File: src/rtl/fft_stage_ctrl_if.sv
// rtl/fft_stage_ctrl_if.sv - control, RAM and twiddle bus of the FFT stage sequencer
interface fft_stage_ctrl_if #(
    parameter int N_LOG2 = 4
);
    logic              start;
    logic              abort;
    logic              busy;
    logic              done;
    logic [N_LOG2-1:0] stage;
    logic              rd_en;
    logic [N_LOG2-1:0] rd_addr_a;
    logic [N_LOG2-1:0] rd_addr_b;
    logic [N_LOG2-2:0] tw_addr;
    logic              wr_en;
    logic [N_LOG2-1:0] wr_addr_a;
    logic [N_LOG2-1:0] wr_addr_b;

    modport master (
        input  start, abort,
        output busy, done, stage, rd_en, rd_addr_a, rd_addr_b, tw_addr,
               wr_en, wr_addr_a, wr_addr_b
    );

    modport slave (
        output start, abort,
        input  busy, done, stage, rd_en, rd_addr_a, rd_addr_b, tw_addr,
               wr_en, wr_addr_a, wr_addr_b
    );
endinterface

File: src/rtl/fft_stage_ctrl.sv
// rtl/fft_stage_ctrl.sv - radix-2 DIT FFT stage/butterfly sequencer with delayed write-back
module fft_stage_ctrl #(
    parameter int N_LOG2 = 4,
    parameter int BF_LAT = 2
) (
    input logic              clk,
    input logic              rst_n,
    fft_stage_ctrl_if.master bus
);
    localparam int                BW       = N_LOG2 - 1;
    localparam int                CW       = (BF_LAT > 1) ? $clog2(BF_LAT) : 1;
    localparam int                PW       = 1 + 2 * N_LOG2;
    localparam logic [BW-1:0]     BF_LAST  = '1;
    localparam logic [BW-1:0]     BF_ONE   = BW'(1);
    localparam logic [CW-1:0]     CNT_LAST = CW'(BF_LAT - 1);
    localparam logic [CW-1:0]     CNT_ONE  = CW'(1);
    localparam logic [N_LOG2-1:0] ST_LAST  = N_LOG2'(N_LOG2 - 1);
    localparam logic [N_LOG2-1:0] ONE_N    = N_LOG2'(1);

    typedef enum logic [1:0] {IDLE, RUN, DRAIN, DONE} state_t;

    state_t            state, state_n;
    logic [BW-1:0]     bf, bf_n;
    logic [N_LOG2-1:0] st, st_n;
    logic [CW-1:0]     cnt, cnt_n;
    logic              flush;

    logic [N_LOG2-1:0] bf_ext, span, j, k, a_n, b_n, k_sh;
    logic [N_LOG2-2:0] tw_n;

    logic              busy_q, done_q, rd_en_q;
    logic [N_LOG2-1:0] stage_q, rd_a_q, rd_b_q;
    logic [N_LOG2-2:0] tw_q;
    logic [PW-1:0]     pipe [BF_LAT];

    // FSM and butterfly/stage/drain counters
    always_ff @(posedge clk or negedge rst_n) begin
        if (!rst_n) begin
            state <= IDLE;
            bf    <= '0;
            st    <= '0;
            cnt   <= '0;
        end else begin
            state <= state_n;
            bf    <= bf_n;
            st    <= st_n;
            cnt   <= cnt_n;
        end
    end

    // Next-state logic; abort only cancels work that is actually in flight
    always_comb begin
        state_n = state;
        bf_n    = bf;
        st_n    = st;
        cnt_n   = cnt;
        flush   = 1'b0;
        case (state)
            IDLE: begin
                if (bus.start && !bus.abort) begin
                    state_n = RUN;
                    bf_n    = '0;
                    st_n    = '0;
                end
            end
            RUN: begin
                if (bus.abort) begin
                    state_n = IDLE;
                    bf_n    = '0;
                    st_n    = '0;
                    flush   = 1'b1;
                end else if (bf == BF_LAST) begin
                    state_n = DRAIN;
                    cnt_n   = '0;
                end else begin
                    bf_n = bf + BF_ONE;
                end
            end
            DRAIN: begin
                if (bus.abort) begin
                    state_n = IDLE;
                    bf_n    = '0;
                    st_n    = '0;
                    flush   = 1'b1;
                end else if (cnt == CNT_LAST) begin
                    if (st == ST_LAST) begin
                        state_n = DONE;
                    end else begin
                        state_n = RUN;
                        st_n    = st + ONE_N;
                        bf_n    = '0;
                    end
                end else begin
                    cnt_n = cnt + CNT_ONE;
                end
            end
            DONE: begin
                state_n = IDLE;
                bf_n    = '0;
                st_n    = '0;
            end
            default: state_n = IDLE;
        endcase
    end

    // Butterfly addressing for the upcoming cycle: group j, offset k within the group
    always_comb begin
        bf_ext = {1'b0, bf_n};
        span   = ONE_N << st_n;
        j      = bf_ext >> st_n;
        k      = bf_ext & (span - ONE_N);
        a_n    = (j << (st_n + ONE_N)) + k;
        b_n    = a_n + span;
        k_sh   = k << (ST_LAST - st_n);
        tw_n   = k_sh[N_LOG2-2:0];
    end

    // Registered outputs, loaded from the next-state view so they align with the state register
    always_ff @(posedge clk or negedge rst_n) begin
        if (!rst_n) begin
            busy_q  <= 1'b0;
            done_q  <= 1'b0;
            rd_en_q <= 1'b0;
            stage_q <= '0;
            rd_a_q  <= '0;
            rd_b_q  <= '0;
            tw_q    <= '0;
        end else begin
            busy_q  <= (state_n == RUN) || (state_n == DRAIN);
            done_q  <= (state_n == DONE);
            rd_en_q <= (state_n == RUN);
            stage_q <= st_n;
            rd_a_q  <= (state_n == RUN) ? a_n  : '0;
            rd_b_q  <= (state_n == RUN) ? b_n  : '0;
            tw_q    <= (state_n == RUN) ? tw_n : '0;
        end
    end

    // Write-back delay line matching the RAM read plus butterfly latency
    always_ff @(posedge clk or negedge rst_n) begin
        if (!rst_n) begin
            for (int i = 0; i < BF_LAT; i++) pipe[i] <= '0;
        end else if (flush) begin
            for (int i = 0; i < BF_LAT; i++) pipe[i] <= '0;
        end else begin
            pipe[0] <= {rd_en_q, rd_a_q, rd_b_q};
            for (int i = 1; i < BF_LAT; i++) pipe[i] <= pipe[i-1];
        end
    end

    assign bus.busy      = busy_q;
    assign bus.done      = done_q;
    assign bus.stage     = stage_q;
    assign bus.rd_en     = rd_en_q;
    assign bus.rd_addr_a = rd_a_q;
    assign bus.rd_addr_b = rd_b_q;
    assign bus.tw_addr   = tw_q;
    assign bus.wr_en     = pipe[BF_LAT-1][PW-1];
    assign bus.wr_addr_a = pipe[BF_LAT-1][2*N_LOG2-1:N_LOG2];
    assign bus.wr_addr_b = pipe[BF_LAT-1][N_LOG2-1:0];
endmodule

File: src/flat_wrapper.sv
// flat-port wrapper written by rule: the top's interface ports become plain ports
module fft_stage_ctrl_flat 
#(
    parameter int N_LOG2 = 4,
    parameter int BF_LAT = 2
)
  (clk, rst_n, bus_start, bus_abort, bus_busy, bus_done, bus_stage, bus_rd_en, bus_rd_addr_a, bus_rd_addr_b, bus_tw_addr, bus_wr_en, bus_wr_addr_a, bus_wr_addr_b);
  fft_stage_ctrl_if #(.N_LOG2(N_LOG2)) bus_i ();
  input logic clk;
  input logic rst_n;
  input wire logic [$bits(bus_i.start)-1:0] bus_start;
  input wire logic [$bits(bus_i.abort)-1:0] bus_abort;
  output wire logic [$bits(bus_i.busy)-1:0] bus_busy;
  output wire logic [$bits(bus_i.done)-1:0] bus_done;
  output wire logic [$bits(bus_i.stage)-1:0] bus_stage;
  output wire logic [$bits(bus_i.rd_en)-1:0] bus_rd_en;
  output wire logic [$bits(bus_i.rd_addr_a)-1:0] bus_rd_addr_a;
  output wire logic [$bits(bus_i.rd_addr_b)-1:0] bus_rd_addr_b;
  output wire logic [$bits(bus_i.tw_addr)-1:0] bus_tw_addr;
  output wire logic [$bits(bus_i.wr_en)-1:0] bus_wr_en;
  output wire logic [$bits(bus_i.wr_addr_a)-1:0] bus_wr_addr_a;
  output wire logic [$bits(bus_i.wr_addr_b)-1:0] bus_wr_addr_b;
  assign bus_i.start = bus_start;
  assign bus_i.abort = bus_abort;
  assign bus_busy = bus_i.busy;
  assign bus_done = bus_i.done;
  assign bus_stage = bus_i.stage;
  assign bus_rd_en = bus_i.rd_en;
  assign bus_rd_addr_a = bus_i.rd_addr_a;
  assign bus_rd_addr_b = bus_i.rd_addr_b;
  assign bus_tw_addr = bus_i.tw_addr;
  assign bus_wr_en = bus_i.wr_en;
  assign bus_wr_addr_a = bus_i.wr_addr_a;
  assign bus_wr_addr_b = bus_i.wr_addr_b;
  fft_stage_ctrl #(.N_LOG2(N_LOG2), .BF_LAT(BF_LAT)) u_core (.clk(clk), .rst_n(rst_n), .bus(bus_i));
endmodule
File: config.mk
export PLATFORM = sky130hd
export DESIGN_NAME = fft_stage_ctrl_flat
export DESIGN_NICKNAME = d
export VERILOG_FILES = /design/src/rtl/fft_stage_ctrl_if.sv /design/src/rtl/fft_stage_ctrl.sv /design/src/flat_wrapper.sv
export SDC_FILE = /design/constraint.sdc
export NUM_CORES = 1
export LEC_CHECK = 0
export BUFFER_PORTS_ARGS = -buffer_cell sky130_fd_sc_hd__buf_4
export CORE_ASPECT_RATIO = 2
export CORE_MARGIN = 4
export CORE_UTILIZATION = 50
export CTS_CLUSTER_DIAMETER = 60
export CTS_CLUSTER_SIZE = 12
export DETAILED_ROUTE_END_ITERATION = 12
export PLACE_DENSITY = 0.71
export RECOVER_POWER = 25
export SLEW_MARGIN = 20
export SYNTH_ARGS = -nofsm -noshare
export SYNTH_HDL_FRONTEND = slang
export SYNTH_SLANG_ARGS = --single-unit
export TNS_END_PERCENT = 30
File: constraint.sdc
create_clock -name clk -period 9.3 [get_ports clk]
set_input_delay 0.465 -clock clk [delete_from_list [all_inputs] [get_ports clk]]
set_output_delay 0.465 -clock clk [all_outputs]
set_load 0.02 [all_outputs]
==> results.py <==
metrics = {
    "cts": {
        "clock_path_buffers": 2,
        "post_cts_buffers": 0,
        "cts_buffers": 5,
        "postCtsHoldBufs": 0,
        "cts-root-buf": "clkbuf_8",
        "clock_sinks": 42,
        "h-tree-depth": 2,
        "clock_latency_ns": 0.29,
        "cts.clk_slew.worst_paths_ns": 0.08,
        "cts_resized": 0,
        "cts_tree": "yes",
    },
    "power": {
        "p_sw_mw": 0.162,
        "p_int_mw": 0.314,
        "clkPwrFrac_pct": 25.3,
        "switching_share_pct": 34.0,
        "irDropWorstVdd_mv": 0.139,
        "total_power_mw": 0.476,
        "leakage_nw": 1.36,
        "p_per_area_nw_per_um2": 185,
        "comb_power_share_pct": 29.1,
        "seq_power_share_pct": 45.6,
    },
    "worst_setup_path": {
        "worstPathMaxFanout": 14,
        "critical_path.cell_chain": "inv_1, ha_1, and4bb_1, a32oi_1, a21o_1, inv_2, or3_1, nor2_1, inv_1, ha_1, nor2_1, fa_1, ha_1, a21o_1, a21oi_1, xnor2_1, xnor2_2, xnor2_1, and2_1",
        "cpMostUsedCell": "ha_1",
        "r2r_slack_ns": 4.26,
        "r2r-start": "u_core.state[0]$_DFF_PN0_",
        "slowest_delay_ns": 0.53,
        "end_kind": "register",
        "cp_slowest_cell": "fa_1",
        "worst_ep_arrival_time_ns": 5.22,
        "path_delay_family": "adder cells",
        "startpoint": "u_core.state[0]$_DFF_PN0_",
        "cp-start-kind": "register",
        "r2r-end": "u_core.bus.rd_addr_b[3]$_DFF_PN0_",
        "rr_worst_depth": 19,
        "required_ns": 9.48,
        "worstSetupPathType": "register to register",
        "crit_buf_inv": 3,
    },
    "placement": {
        "io_buffers": 30,
        "gp_congestion": 0.868,
        "hpwl_microns": 3550,
    },
    "die": {
        "initial_core_util_pct": 52.2,
        "die_area_sq_um": 5840,
        "fp.coreArea_sq_um": 4420,
        "dieWidth_microns": 56.1,
        "rows": 34,
        "ios": 31,
        "dieHeight_microns": 104,
    },
    "timing": {
        "final_max_slew_viol_count": 43,
        "fin_crit_ns": 5.04,
        "skew_ns": 0.00603,
        "fmaxAchievable_mhz": 198,
        "setup_tns_ns": 0,
        "rsz0062_at_grt": "no",
        "slew_headroom_pct": -44.6,
        "hold_viol": 0,
        "worst_pin_slew_ns": 2.17,
        "setup_viol": 0,
        "hold_ws_ns": 0.451,
        "post-route-period-util_pct": 54.2,
    },
    "synthesis": {
        "synth_area_sq_um": 2310,
        "netlist-cell-type-count": 55,
        "synth_area_leaders": "dfrtp_1, ha_1, and2_1",
        "synth_top_cell_area_share_pct": 45.5,
        "yosysSeqAreaShare_pct": 45.5,
        "synth_edf_count": 0,
        "synth_ff_type": "dfrtp_1",
        "async_flop_share_pct": 100,
        "ys_ff_latch": 42,
        "synthCells": 218,
        "syn_nets": 239,
        "yosysWarnings": 0,
        "synth_area_per_cell_sq_um": 10.6,
        "yosys.area.top_type": "dfrtp_1",
    },
    "routing": {
        "wire_per_inst_microns": 15.8,
        "vias": 1611,
        "totalWireLength_microns": 4630,
        "ant_nets": 0,
        "drcViolationCount": 0,
        "dr.pass1.iters": 4,
        "drt_iter0_drc": 35,
        "viasPerCell": 5.50,
    },
    "finish": {
        "final_common_cell": "dfrtp_1",
        "diodes": 0,
        "area_growth_pct": 11.3,
        "layout_common_cells": "dfrtp_1, buf_4, and2_1",
        "finalNetCount": 259,
        "drive_above_1_share_pct": 19.7,
    },
    "global_route": {
        "grt_pass1_vias": 1624,
        "grt_max_degree": 43,
        "grt.total_usage_pct": 17.1,
        "antenna_found_initial": 0,
        "grt-ovfl-total": 0,
        "grt_pass1_wl_microns": 7870,
    },
    "outcome": {
        "status": "finished with violations",
        "violations": "capacitance limit, slew limit",
    },
    "worst_hold_path": {
        "holdPathStages": 1,
        "hold_start": "u_core.pipe[9]$_DFF_PN0_",
        "worstHoldEndpoint": "u_core.bus.wr_addr_b[0]$_DFF_PN0_",
        "hold_class": "register to register",
    },
    "flow_run": {
        "maxCapViolCount": 1,
    },
}
per-stage QoR:
stage	setup WS [ns]	util, %	instance area (sq um)	std cells
after floorplan	4.76	-	2310	218
after global placement	4.45	56.1	2480	285
after detailed placement	4.26	56.1	2480	285
after CTS	4.25	58.2	2580	293
after global routing	3.80	58.1	2570	293
final	4.26	58.1	2570	293
flip-flops by register name, summed over array words and instances (netlist names):
register / flops
u_core.pipe: 9
u_core.bus.rd_addr_a: 4
u_core.bus.wr_addr_b: 4
u_core.bus.wr_addr_a: 4
u_core.bus.wr_en: 1
u_core.bus.busy: 1
u_core.cnt: 1
u_core.st: 4
u_core.bf: 3
u_core.bus.rd_addr_b: 4
u_core.bus.tw_addr: 3
u_core.bus.done: 1
u_core.bus.rd_en: 1
u_core.state: 2
routing by layer:
layer | vias up | global-route usage [%] | wire, microns
met3 | 7 | 1.74 | 147
li1 | 789 | - | -
met5 | - | 0 | 0
met1 | 779 | 19.5 | 1780
met2 | 36 | 31.2 | 2590
met4 | 0 | 7.81 | 111
power by group through the flow:
stage | clock network, mW | registers [mW] | logic (mW)
6_report | 0.120 | 0.217 | 0.138
5_1_grt | 0.131 | 0.221 | 0.155
3_3_place_gp | 0 | 0.220 | 0.139
4_1_cts | 0.123 | 0.217 | 0.142
3_5_place_dp | 0 | 0.221 | 0.141
2_1_floorplan | 0 | 0.233 | 0.0836
cell families (layout without fill, tap and decap cells):
logic type	count (synthesis)	in the layout	synth area share (%)
mux	3	3	1.30
fa+ha+maj	17	17	9.85
simple gates	87	87	22.9
xor+xnor	7	7	2.98
compound gates	35	35	10.6
buf+inv	27	48	6.88
flops	42	42	45.5
cell type report:
type / instances / area [sq um]
clock buffers: 5 / 68.8
clock inverters: 3 / 25.0
fillers: 405 / 1850
inverters: 10 / 37.5
multi-input cells: 149 / 1100
flip-flops and latches: 42 / 1050
well taps: 54 / 67.6
repair buffers: 30 / 221
synthesized netlist by cell type, types with 2 or more instances:
cell type   n
o21ai_0     4
buf_4       9
nor2b_1     3
nor2_1     13
o21a_1      2
ha_1       15
a31oi_1     2
nand3_1     3
nor4_1      4
or3_1       2
clkbuf_1    4
nor2_2      2
and2_1     27
fa_1        2
and3_1      4
dfrtp_1    42
inv_2       2
nand2_1    11
mux2i_1     3
inv_1       8
a21oi_1    10
a32oi_1     2
xnor2_1     3
buf_6       3
a21o_1      3
or2_1       3
xor2_1      3
nand4_1     2
worst max-delay path by stage:
stage / endpoint / slack, ns / depth (start not counted)
2_1_floorplan: u_core.bus.rd_addr_b[3]$_DFF_PN0_ / 4.76 / 19
3_3_place_gp: u_core.bus.rd_addr_b[3]$_DFF_PN0_ / 4.45 / 19
3_5_place_dp: u_core.bus.rd_addr_b[3]$_DFF_PN0_ / 4.26 / 19
4_1_cts: u_core.bus.rd_addr_b[3]$_DFF_PN0_ / 4.25 / 19
5_1_grt: u_core.bus.rd_addr_b[3]$_DFF_PN0_ / 3.80 / 19
6_report: u_core.bus.rd_addr_b[3]$_DFF_PN0_ / 4.26 / 19
No activity file was read; power rests on OpenSTA's default activity.
